`src/rtl/pmem_arbiter.sv`:
```
// pmem_arbiter: round-robin arbiter sharing one physical-memory port
// between the I-cache (read only) and the D-cache (read/write-back).
// The winning command is registered and held until memory responds.
//
// state  | meaning
// -------+--------------------------------------------------------
// IDLE   | no transaction in flight, requests sampled every edge
// BUSY_I | I-cache line fill outstanding, waiting for pmem_resp
// BUSY_D | D-cache fill or write-back outstanding, waiting for pmem_resp
module pmem_arbiter #(
    parameter int ADDR_WIDTH = 16,
    parameter int LINE_WIDTH = 128
) (
    input  logic                  clk,
    input  logic                  rst,

    input  logic                  i_pmem_read,
    input  logic [ADDR_WIDTH-1:0] i_pmem_address,
    output logic                  i_pmem_resp,
    output logic [LINE_WIDTH-1:0] i_pmem_rdata,

    input  logic                  d_pmem_read,
    input  logic                  d_pmem_write,
    input  logic [ADDR_WIDTH-1:0] d_pmem_address,
    input  logic [LINE_WIDTH-1:0] d_pmem_wdata,
    output logic                  d_pmem_resp,
    output logic [LINE_WIDTH-1:0] d_pmem_rdata,

    output logic                  pmem_read,
    output logic                  pmem_write,
    output logic [ADDR_WIDTH-1:0] pmem_address,
    output logic [LINE_WIDTH-1:0] pmem_wdata,
    input  logic                  pmem_resp,
    input  logic [LINE_WIDTH-1:0] pmem_rdata
);

    typedef enum logic [1:0] {
        IDLE   = 2'd0,
        BUSY_I = 2'd1,
        BUSY_D = 2'd2
    } state_t;

    state_t                  state_q, state_d;
    logic                    last_d_q, last_d_d;   // 1: D won most recently
    logic                    read_q, read_d;
    logic                    write_q, write_d;
    logic [ADDR_WIDTH-1:0]   addr_q, addr_d;
    logic [LINE_WIDTH-1:0]   wdata_q, wdata_d;

    logic                    i_req;
    logic                    d_req;
    logic                    grant_i;
    logic                    grant_d;

    assign i_req   = i_pmem_read;
    assign d_req   = d_pmem_read | d_pmem_write;
    // On a tie the requester that did not win last time goes first.
    assign grant_i = i_req & (~d_req | last_d_q);
    assign grant_d = d_req & (~i_req | ~last_d_q);

    // State, round-robin pointer and the registered memory command.
    always_ff @(posedge clk or posedge rst) begin
        if (rst) begin
            state_q  <= IDLE;
            last_d_q <= 1'b1;
            read_q   <= 1'b0;
            write_q  <= 1'b0;
            addr_q   <= '0;
            wdata_q  <= '0;
        end else begin
            state_q  <= state_d;
            last_d_q <= last_d_d;
            read_q   <= read_d;
            write_q  <= write_d;
            addr_q   <= addr_d;
            wdata_q  <= wdata_d;
        end
    end

    // Grant selection in IDLE, command hold and release while busy.
    always_comb begin
        state_d  = state_q;
        last_d_d = last_d_q;
        read_d   = read_q;
        write_d  = write_q;
        addr_d   = addr_q;
        wdata_d  = wdata_q;
        unique case (state_q)
            IDLE: begin
                if (grant_i) begin
                    state_d  = BUSY_I;
                    last_d_d = 1'b0;
                    read_d   = 1'b1;
                    write_d  = 1'b0;
                    addr_d   = i_pmem_address;
                end else if (grant_d) begin
                    state_d  = BUSY_D;
                    last_d_d = 1'b1;
                    // Read and write together is illegal; the write wins.
                    read_d   = d_pmem_read & ~d_pmem_write;
                    write_d  = d_pmem_write;
                    addr_d   = d_pmem_address;
                    if (d_pmem_write) begin
                        wdata_d = d_pmem_wdata;
                    end
                end
            end
            BUSY_I, BUSY_D: begin
                if (pmem_resp) begin
                    state_d = IDLE;
                    read_d  = 1'b0;
                    write_d = 1'b0;
                end
            end
            default: begin
                state_d = IDLE;
                read_d  = 1'b0;
                write_d = 1'b0;
            end
        endcase
    end

    assign pmem_read    = read_q;
    assign pmem_write   = write_q;
    assign pmem_address = addr_q;
    assign pmem_wdata   = wdata_q;

    assign i_pmem_resp  = (state_q == BUSY_I) & pmem_resp;
    assign d_pmem_resp  = (state_q == BUSY_D) & pmem_resp;
    assign i_pmem_rdata = pmem_rdata;
    assign d_pmem_rdata = pmem_rdata;

endmodule

```
`config.mk`:
```
export PLATFORM = sky130hd
export DESIGN_NAME = pmem_arbiter
export DESIGN_NICKNAME = d
export VERILOG_FILES = /design/src/rtl/pmem_arbiter.sv
export SDC_FILE = /design/constraint.sdc
export NUM_CORES = 1
export LEC_CHECK = 0
export BUFFER_PORTS_ARGS = -buffer_cell sky130_fd_sc_hd__buf_2
export CORE_AREA = 2 2 271 273
export CTS_CLUSTER_SIZE = 8
export DETAILED_ROUTE_END_ITERATION = 7
export DIE_AREA = 0 0 273 275
export GPL_ROUTABILITY_DRIVEN = 0
export SYNTH_ARGS = -nofsm -noshare
export SYNTH_HDL_FRONTEND = slang
export SYNTH_SLANG_ARGS = --single-unit
```
`constraint.sdc`:
```
create_clock -name clk -period 6.6 [get_ports clk]
set_clock_uncertainty 0.15 [all_clocks]
set_input_delay 1.32 -clock clk [delete_from_list [all_inputs] [get_ports clk]]
set_output_delay 1.32 -clock clk [all_outputs]
set_load 0.01 [all_outputs]
```
# Yosys cells after proc, flatten, opt, wreduce, memory -nomap -nowiden
# Cells that the tools add are included.
# W data, S select, Z words.
[op_classes] addsub=0 n_mul=0 div=0 n_lt_le_gt_ge=0 eq_ne=4 shift=0 n_mux=15 bitwise_logic=13 reduce_logical=6
[ops] cell="$mux W16" n=2
[ops] cell="$mux W1" n=7
[ops] cell="$mux W2" n=3
[ops] cell="$and A1 B1 Y1" n=5
[ops] cell="$not A1 Y1" n=5
[ops] cell="$pmux W1 S2" n=2
[ops] cell="$pmux W2 S2" n=1
[ops] cell="$reduce_and A2 Y1" n=2
[ops] cell="$reduce_and A4 Y1" n=1
[ops] cell="$ne A3 B3 Y1 const B" n=1
[ops] cell="$or A1 B1 Y1" n=3
[ops] cell="$eq A2 B1 Y1 const B" n=1
[ops] cell="$eq A2 B2 Y1 const B" n=1
[ops] cell="$logic_not A2 Y1" n=1
[ops] cell="$ne A2 B2 Y1 const B" n=1
[ops] cell="$reduce_bool A2 Y1" n=1
[ops] cell="$reduce_or A2 Y1" n=1
[totals] regBits=149 latch_bits=0 ram_bits=0 rom_bits=0 in_bits=294 out_inout_bits=404 elab_cells=44 memories=0

# Longest topological paths before layout
# Gate-level depths: netlist of run 1.
[depth] depth_word=6 mapped_depth=6 ltp_nobuf=5

# Least setup slack after synthesis of run 1
# Ideal clock, no wire load.
[synth_timing] path_type="input-to-output" start="input pmem_resp" end="output d_pmem_resp" arrival_ns=1.485 t_required_ns=5.130 setup_slack_ns=3.645 cell_stages=1 path_buffers=0 path_cell_list="and2_1"
[synth_via] elab_chain_cells=1
[synth_rtl] element="from (decl)" line="33" rtl="input logic pmem_resp,"
[synth_rtl] element="$and A1 B1 Y1" line="129" rtl="assign d_pmem_resp = (state_q == BUSY_D) & pmem_resp;"
[synth_rtl] element="to (decl)" line="26" rtl="output logic d_pmem_resp,"
# No other way between the ends.

# Final worst setup path of run 1
[layout_timing] start="input pmem_resp" end="output i_pmem_resp"
[layout_via] elab_chain_cells=1
[layout_rtl] element="$and A1 B1 Y1" line="128" rtl="assign i_pmem_resp = (state_q == BUSY_I) & pmem_resp;"
[layout_rtl] element="to (decl)" line="19" rtl="output logic i_pmem_resp,"
# No other way between the ends.

==> results of run 1 <==
==> per-layer routing <==
| metal | track usage | share of wire |
|---|---|---|
| met1 | 0.0703 | 0.37 |
| met3 | 0.0431 | 0.13 |
| met2 | 0.0901 | 0.41 |
| met4 | 0.0670 | 0.084 |
| met5 | 0 | 0.0027 |
==> Yosys cell counts <==
library cell  count  area share
o31ai_1           1     0.00098
o211a_1           1      0.0013
a21o_2            1      0.0011
and2_1            2      0.0016
a221o_2           9       0.013
mux2_2          128        0.19
nand3_1           1     0.00065
nor3b_2           1      0.0016
buf_2             6      0.0039
dfstp_2           1      0.0034
nor2_1            1     0.00049
a21oi_1           1     0.00065
a22o_1            3      0.0034
and2_2           16       0.016
clkbuf_1          1     0.00049
buf_4           267        0.26
o21ai_0           1     0.00065
o41ai_1           1      0.0011
inv_1             5      0.0024
dfrtp_1         148        0.48
mux2i_1           1      0.0013
nand2_1           1     0.00049
a221o_1           7      0.0091
nand2b_1          1     0.00081
ha_1              3      0.0049
==> power by group through the flow <==
stage / sequential [mW] / clock (mW) / combinational, mW
finish: 1.62 / 0.987 / 1.70
global route: 1.68 / 1.08 / 1.84
CTS: 1.63 / 1.05 / 1.75
detailed placement: 1.62 / 0 / 1.75
global placement: 1.62 / 0 / 1.71
floorplan: 1.83 / 0 / 0.902
==> area by class of cell <==
class                      count  area, µm²  share of cell area
antenna                        4       10.0             0.00111
tap                          959       1200               0.133
clock inverter                14        114              0.0126
clock buffer                  18        439              0.0486
sequential                   149       3730               0.413
inverter                       5       23.8             0.00263
timing repair buffer         318       1600               0.178
multi-input combinational    180       1910               0.212
==> worst register-to-register path: stages (launching register included) <==
cell,delay (ns)
dfrtp_1,0.38
inv_1,0.07
ha_1,0.29
nand3_4,0.11
buf_4,0.74
mux2_2,0.48
==> sequential cells by signal, summed over array words and instances (netlist names) <==
register	cells
last_d_q	1
pmem_wdata	128
pmem_read	1
state_q	2
pmem_write	1
pmem_address	16
==> worst max path at each step <==
stage | start | end | cells after the start
2_1_floorplan | rst | pmem_address[0] | 1
3_3_place_gp | pmem_resp | i_pmem_resp | 3
3_5_place_dp | i_pmem_read | pmem_wdata[54] | 5
4_1_cts | pmem_resp | d_pmem_resp | 3
5_1_grt | pmem_resp | d_pmem_resp | 3
6_report | pmem_resp | i_pmem_resp | 3
==> logic make-up after synthesis <==
logic type      after synthesis  share of synthesized area
flops                       149                      0.486
buf+inv                     279                      0.268
fa+ha+maj                     3                    0.00489
compound gates               25                     0.0316
simple gates                 23                     0.0213
mux                         129                      0.189
==> cell usage in the layout (no fill, tap or decap), drive strengths merged <==
master	n
mux2i	1
mux2	128
o41ai	1
a21o	1
a21oi	1
clkbuf	18
dfrtp	148
inv	13
nand3	1
nor2	1
ha	3
clkinv	3
o21ai	1
o211a	1
nand2	1
and2	18
buf	318
dfstp	1
diode	4
nand2b	1
a221o	16
nor3b	1
a22o	3
clkinvlp	3
o31ai	1
==> through the flow <==
stage,utilization,hold slack (ns)
global placement,0.117,0.333
detailed placement,0.117,0.336
finish,0.125,0.349
global route,0.125,0.369
CTS,0.125,0.351
floorplan,-,0.341
==> results.sh, run 1 <==
export IMPL_hold_start="pmem_wdata[1]"
export IMPL_fin_crit_ns=3.18
export IMPL_cp_slowest_cell="and2_1"
export IMPL_start_util=0.106
export IMPL_dpl_instance_area_um2=8470
export IMPL_ys_types=25
export IMPL_ctsResizeCount=0
export IMPL_rsz0062_at_grt="false"
export IMPL_nets=968
export IMPL_postCtsHoldBufs=0
export IMPL_finalSetupViolations=0
export IMPL_synthesis_instances=608
export IMPL_track_usage=0.0675
export IMPL_ys_ff_latch=149
export IMPL_dpl_hpwl_um=19900
export IMPL_power_leakage_nw=4.05
export IMPL_post_cts_repair_setup_buffers=0
export IMPL_routed_wire_length_per_instance_um=15.7
export IMPL_grt_pass1_vias=4904
export IMPL_cts_htree_levels=4
export IMPL_power_frac_seq=0.376
export IMPL_pre_cts_ws_ns=3.33
export IMPL_reg2reg_depth=5
export IMPL_wl_um=25800
export IMPL_rr_startpoint="state_q[0]"
export IMPL_final_cell_count_no_fill=1647
export IMPL_cts_buffers_inserted=17
export IMPL_fin_ws_ns=3.42
export IMPL_power_mw=4.31
export IMPL_drtIter0Drc=120
export IMPL_end_kind="output pin"
export IMPL_clkLatencyLatePin_ns=0.46
export IMPL_clk_pin_slew_ns=0.06
export IMPL_path_cells="buf_2 > and2_1 > buf_2"
export IMPL_dp_cells=1611
export IMPL_cp_max_fo=3
export IMPL_antenna_left=0
export IMPL_port_buffer_count=313
export IMPL_syn_mean_instance_area_um2=12.6
export IMPL_fp_dieW_um=273
export IMPL_dr_pass1_iters=4
export IMPL_critical_path_class="in -> out"
export IMPL_intPower_mw=2.73
export IMPL_ir_worst_vdd_mv=0.199
export IMPL_stdcell_area_um2=9030
export IMPL_rrSetupSlack_ns=4.26
export IMPL_drv_cap=0
export IMPL_antenna_found_initial=17
export IMPL_crit_family="buffers and inverters"
export IMPL_core_area_um2=72300
export IMPL_overflow=0
export IMPL_start_kind="input port"
export IMPL_areaGrowthSynthToFinish_pct=17.6
export IMPL_status="completed"
export IMPL_vias=4532
export IMPL_setup_tns_ns=0
export IMPL_cpPeakStageDelay_ns=0.15
export IMPL_max_freq_mhz=315
export IMPL_synth_nets=905
export IMPL_routed_via_density=2.75
export IMPL_cp_arrival_ns=1.71
export IMPL_grt_pass1_wl_um=34600
export IMPL_die_h_um=275
export IMPL_min_path_cells=1
export IMPL_maxSlewViolCount=0
export IMPL_finalCritPeriodShare=0.481
export IMPL_crit_required_ns=5.13
export IMPL_relSlewSlack=0.159
export IMPL_power_switching_mw=1.58
export IMPL_seq_area_frac_synth=0.486
export IMPL_min_to="pmem_wdata[1]"
export IMPL_clockPowerShare=0.229
export IMPL_powerDensity_nw_per_um2=477
export IMPL_cts_root_buf="clkbuf_16"
export IMPL_cts_tree="done"
export IMPL_worst_path_buf_inv=2
export IMPL_max_slew_worst_pin_slew_ns=1.25
export IMPL_power_frac_comb=0.395
export IMPL_hold_path_class="reg -> reg"
export IMPL_grt_max_degree=68
export IMPL_std_cell_rows=99
export IMPL_reg2reg_to="pmem_wdata[58]"
export IMPL_clock_path_buffers=2
export IMPL_crit_path_frequent_cell="buf_2"
export IMPL_ys_warn_count=0
export IMPL_num_fill_cells=8265
export IMPL_drc_errors=0
export IMPL_final_hold_viol_count=0
export IMPL_switching_share=0.366
export IMPL_ioPinCount=698
export IMPL_drive_gt1_frac=0.744
export IMPL_clock_sinks=149
export IMPL_dieArea_um2=75100
export IMPL_netlist_area_um2=7680
(Power assumes the default switching activity.)
==> run 2: changes to the inputs <==
--- a/config.mk
+++ b/config.mk
@@ -6,10 +6,10 @@
 export NUM_CORES = 1
 export LEC_CHECK = 0
 export BUFFER_PORTS_ARGS = -buffer_cell sky130_fd_sc_hd__buf_2
-export CORE_AREA = 2 2 271 273
+export CORE_AREA = 2 2 275 277
 export CTS_CLUSTER_SIZE = 8
 export DETAILED_ROUTE_END_ITERATION = 7
-export DIE_AREA = 0 0 273 275
+export DIE_AREA = 0 0 277 279
 export GPL_ROUTABILITY_DRIVEN = 0
 export SYNTH_ARGS = -nofsm -noshare
 export SYNTH_HDL_FRONTEND = slang
==> constraint.sdc (replaced) <==
create_clock -name clk -period 2.7 [get_ports clk]
set_clock_uncertainty 0.15 [all_clocks]
set_input_delay 0.54 -clock clk [delete_from_list [all_inputs] [get_ports clk]]
set_output_delay 0.54 -clock clk [all_outputs]
set_load 0.01 [all_outputs]
==> results.sh, run 2 (synthesis gave the netlist of run 1 again) <==
export IMPL_ctsResizeCount=0
export IMPL_powerDensity_nw_per_um2=1140
export IMPL_core_area_um2=74100
export IMPL_cts_buffers_inserted=17
export IMPL_final_cell_mix="313 x buf_2, 148 x dfrtp_1, 128 x mux2_2"
export IMPL_rrSetupSlack_ns=0.34
export IMPL_postCtsHoldBufs=0
export IMPL_cts_htree_levels=4
export IMPL_dr_pass1_iters=4
export IMPL_stdcell_area_um2=9190
export IMPL_dpl_instance_area_um2=8590
export IMPL_areaGrowthSynthToFinish_pct=19.6
export IMPL_clockPowerShare=0.230
export IMPL_max_slew_worst_pin_slew_ns=1.18
export IMPL_dieArea_um2=77300
export IMPL_track_usage=0.0660
export IMPL_largest_reg_flops=128
export IMPL_switching_share=0.349
export IMPL_power_switching_mw=3.66
export IMPL_intPower_mw=6.82
export IMPL_cts_root_buf="clkbuf_16"
export IMPL_nets=977
export IMPL_post_cts_repair_setup_buffers=0
export IMPL_fp_dieW_um=277
export IMPL_power_leakage_nw=4.12
export IMPL_drv_cap=0
export IMPL_wl_um=26100
export IMPL_reg2reg_to="pmem_address[2]"
export IMPL_crit_path_frequent_cell="inv_1"
export IMPL_cpPeakStageDelay_ns=0.94
export IMPL_grt_pass1_wl_um=36500
export IMPL_clock_sinks=149
export IMPL_start_util=0.104
export IMPL_reg2reg_depth=5
export IMPL_crit_family="simple AND/OR/NAND/NOR gates"
export IMPL_power_frac_seq=0.380
export IMPL_drive_gt1_frac=0.745
export IMPL_antenna_found_initial=13
export IMPL_routed_wire_length_per_instance_um=15.7
export IMPL_drc_errors=0
export IMPL_port_buffer_count=313
export IMPL_cts_tree="done"
export IMPL_relSlewSlack=0.210
export IMPL_path_cells="inv_1 > ha_1 > inv_1 > nor3b_2 > a221o_2"
export IMPL_power_frac_comb=0.390
export IMPL_std_cell_rows=100
export IMPL_cp_max_fo=18
export IMPL_setup_tns_ns=0
export IMPL_final_common_cell="buf_2"
export IMPL_max_freq_mhz=424
export IMPL_routed_via_density=2.73
export IMPL_clock_path_buffers=2
export IMPL_grt_pass1_vias=5077
export IMPL_antenna_left=0
export IMPL_cp_slowest_cell="nor3b_2"
export IMPL_final_hold_viol_count=0
export IMPL_finalSetupViolations=0
export IMPL_ir_worst_vdd_mv=0.522
export IMPL_dpl_hpwl_um=21200
export IMPL_end_kind="register"
export IMPL_start_kind="register"
export IMPL_worst_path_buf_inv=2
export IMPL_cp_arrival_ns=2.59
export IMPL_clk_pin_slew_ns=0.07
export IMPL_critical_path_class="reg -> reg"
export IMPL_maxSlewViolCount=0
export IMPL_hold_path_class="in -> async"
export IMPL_finalCritPeriodShare=0.873
export IMPL_status="completed"
export IMPL_vias=4542
export IMPL_fin_crit_ns=2.36
export IMPL_crit_required_ns=2.93
export IMPL_clkLatencyLatePin_ns=0.45
export IMPL_overflow=0
export IMPL_ioPinCount=698
export IMPL_drtIter0Drc=126
export IMPL_grt_max_degree=70
export IMPL_rsz0062_at_grt="false"
export IMPL_die_h_um=279
export IMPL_rr_startpoint="state_q[0]"
## run 2: final cells by class
class | instances | area (µm²)
Inverter | 5 | 22.5
Antenna cell | 4 | 10.0
Clock inverter | 13 | 144
Tap cell | 969 | 1210
Timing Repair Buffer | 327 | 1720
Clock buffer | 19 | 443
Multi-Input combinational cell | 180 | 1910
Fill cell | 8450 | 64900
Sequential cell | 149 | 3730
## run 2: stage by stage
| stage | std cells | utilization | setup WS [ns] | hold WS (ns) | power, mW |
|---|---|---|---|---|---|
| global placement | 1630 | 0.116 | 0.496 | 0.332 | 8.06 |
| global route | 1662 | 0.124 | 0.121 | 0.0263 | 11.2 |
| floorplan | 608 | - | 0.136 | 0.341 | 6.67 |
| detailed placement | 1630 | 0.116 | 0.383 | 0.337 | 8.17 |
| CTS | 1662 | 0.124 | 0.365 | 0.00221 | 10.7 |
| finish | 1666 | 0.124 | 0.342 | 0.0178 | 10.5 |
## run 2: worst reg2reg max path, stage by stage, from the launching register on
cell	delay (ns)
dfrtp_1	0.41
inv_1	0.10
ha_1	0.27
inv_1	0.10
nor3b_2	0.94
a221o_2	0.32
## run 2: power by group through the flow
stage	sequential, mW	clock [mW]	combinational, mW
floorplan	4.47	0	2.21
global placement	3.97	0	4.09
detailed placement	3.99	0	4.18
CTS	4.00	2.52	4.18
global route	4.14	2.60	4.41
finish	3.98	2.41	4.08
## run 2: worst max path at each step
stage,cells after the start,endpoint,slack [ns],from
finish,5,pmem_address[2],0.34,state_q[0]
floorplan,1,pmem_address[0],0.14,rst
global route,5,pmem_address[0],0.12,state_q[0]
global placement,5,pmem_address[2],0.50,state_q[0]
detailed placement,5,pmem_address[10],0.38,state_q[0]
CTS,5,pmem_address[2],0.37,state_q[0]
## run 2: per-layer routing
metal,wire (µm),track usage
met5,37,0
met4,1470,0.0443
met3,3840,0.0398
met2,11400,0.0981
met1,9330,0.0698
==> run 3: changes to the inputs <==
==> constraint.sdc (replaced) <==
create_clock -name clk -period 2.7 [get_ports clk]
set_clock_uncertainty 0.15 [all_clocks]
set_input_delay 0 -clock clk [delete_from_list [all_inputs] [get_ports clk]]
set_output_delay 0 -clock clk [all_outputs]
set_load 0.01 [all_outputs]
==> results.sh, run 3 (synthesis gave the netlist of run 1 again) <==
export IMPL_status="completed"
export IMPL_ioPinCount=698
export IMPL_overflow=0
export IMPL_core_area_um2=74100
export IMPL_cp_arrival_ns=2.65
export IMPL_setup_tns_ns=0
export IMPL_clock_path_buffers=2
export IMPL_largest_reg_flops=128
export IMPL_routed_wire_length_per_instance_um=15.1
export IMPL_maxSlewViolCount=0
export IMPL_drt_met1_wl_um=11200
export IMPL_worst_path_buf_inv=3
export IMPL_dieArea_um2=77300
export IMPL_clkLatencyLatePin_ns=0.45
export IMPL_met2_wirelength_um=14900
export IMPL_antenna_left=0
export IMPL_fp_dieW_um=277
export IMPL_hold_path_class="in -> async"
export IMPL_drtIter0Drc=143
export IMPL_grt_pass1_wl_um=41500
export IMPL_clk_pin_slew_ns=0.08
export IMPL_crit_required_ns=2.86
export IMPL_cp_slowest_cell="dlygate4sd3_1"
export IMPL_clockPowerShare=0.220
export IMPL_finalSetupViolations=0
export IMPL_vias=5808
export IMPL_finalCritPeriodShare=0.919
export IMPL_dpl_instance_area_um2=8590
export IMPL_wl_met3_um=2700
export IMPL_drive_gt1_frac=0.522
export IMPL_start_util=0.104
export IMPL_ir_worst_vdd_mv=0.655
export IMPL_final_cell_mix="313 x buf_2, 296 x dlygate4sd3_1, 148 x dfrtp_1"
export IMPL_rsz0062_at_grt="false"
export IMPL_std_cell_rows=100
export IMPL_intPower_mw=7.41
export IMPL_fin_crit_ns=2.48
export IMPL_grt_max_degree=62
export IMPL_path_cells="inv_1 > ha_1 > o31ai_1 > buf_4 > and2_2 > a221o_2 > dlygate4sd3_1"
export IMPL_relSlewSlack=0.531
export IMPL_clock_sinks=149
export IMPL_power_frac_seq=0.349
export IMPL_track_usage=0.0734
export IMPL_critical_path_class="reg -> reg"
export IMPL_max_slew_worst_pin_slew_ns=0.703
export IMPL_start_kind="register"
export IMPL_num_fill_cells=8175
export IMPL_areaGrowthSynthToFinish_pct=58.4
export IMPL_cts_root_buf="clkbuf_16"
export IMPL_dpl_hpwl_um=21200
export IMPL_final_hold_viol_count=0
export IMPL_cts_tree="done"
export IMPL_cpPeakStageDelay_ns=0.59
export IMPL_crit_family="buffers and inverters"
export IMPL_final_util=0.164
export IMPL_power_switching_mw=4.08
export IMPL_powerDensity_nw_per_um2=945
export IMPL_cts_htree_levels=4
export IMPL_switching_share=0.355
export IMPL_routed_via_density=2.96
export IMPL_die_h_um=279
export IMPL_cts_buffers_inserted=17
export IMPL_routed_top_layer="met5"
export IMPL_grt_pass1_vias=6462
export IMPL_power_leakage_nw=5.39
export IMPL_post_cts_repair_setup_buffers=0
export IMPL_dr_pass1_iters=4
export IMPL_end_kind="register"
export IMPL_stdcell_area_um2=12200
export IMPL_cp_max_fo=16
export IMPL_wl_um=29500
export IMPL_drv_cap=0
export IMPL_power_frac_comb=0.432
export IMPL_max_freq_mhz=403
export IMPL_port_buffer_count=313
export IMPL_drc_errors=0
export IMPL_antenna_found_initial=11
export IMPL_nets=1272
export IMPL_final_common_cell="buf_2"
-- run 3: area by class of cell --
class / instances / area (µm²) / area share
Timing Repair Buffer: 622 / 4680 / 0.384
Sequential cell: 149 / 3730 / 0.307
Clock inverter: 15 / 185 / 0.0152
Multi-Input combinational cell: 180 / 1910 / 0.157
Antenna cell: 3 / 7.51 / 0.000617
Clock buffer: 17 / 425 / 0.0350
Inverter: 5 / 22.5 / 0.00185
Tap cell: 969 / 1210 / 0.0996
-- run 3: worst register-to-register path, delay by kind of cell, from the launching register on --
family | cells | cell delay, ns
flip-flops | 1 | 0.40
AND/OR/NAND/NOR | 1 | 0.21
AO/OA/AOI/OAI | 2 | 0.43
buffers and inverters | 3 | 0.89
adder cells (fa/ha/maj) | 1 | 0.28
-- run 3: path summary, 6_finish.rpt --
check / startpoint / endpoint / slack (ns) / cells past startpoint
worst min register to register: pmem_wdata[43] / pmem_wdata[43] / 0.35 / 1
worst max register to register: state_q[0] / pmem_address[2] / 0.22 / 7
worst min-delay path: rst / pmem_wdata[86] / 0.06 / 3
min in group clk: d_pmem_wdata[47] / pmem_wdata[47] / 0.16 / 3
max in group asynchronous: rst / last_d_q / 1.56 / 4
worst max-delay path: state_q[0] / pmem_address[2] / 0.22 / 7
-- run 3: metal layers --
metal,up-vias,global-route usage
li1,2505,-
met1,2819,0.0789
met2,443,0.129
met3,39,0.0274
met4,2,0.0309
met5,-,0
-- run 3: power groups by stage --
stage	Sequential, mW	Clock (mW)	Combinational, mW
6_report	4.01	2.53	4.96
5_1_grt	4.14	2.70	5.31
4_1_cts	4.00	2.63	4.98
3_5_place_dp	3.99	0	4.23
3_3_place_gp	3.97	0	4.11
2_1_floorplan	4.47	0	2.21
-- run 3: timing repair --
item,in CTS,in global routing
hold endpoints to repair,493,0
resized for setup,0,0
hold buffers,296,0
-- run 3: through the flow --
step	setup slack, ns	total power [mW]	instances	hold WS [ns]
2_1_floorplan	0.676	6.67	608	-0.0582
3_3_place_gp	0.605	8.09	1629	-0.150
3_5_place_dp	0.555	8.22	1629	-0.150
4_1_cts	0.286	11.6	1957	0.0347
5_1_grt	0.0619	12.2	1958	0.105
6_report	0.218	11.5	1960	0.0611
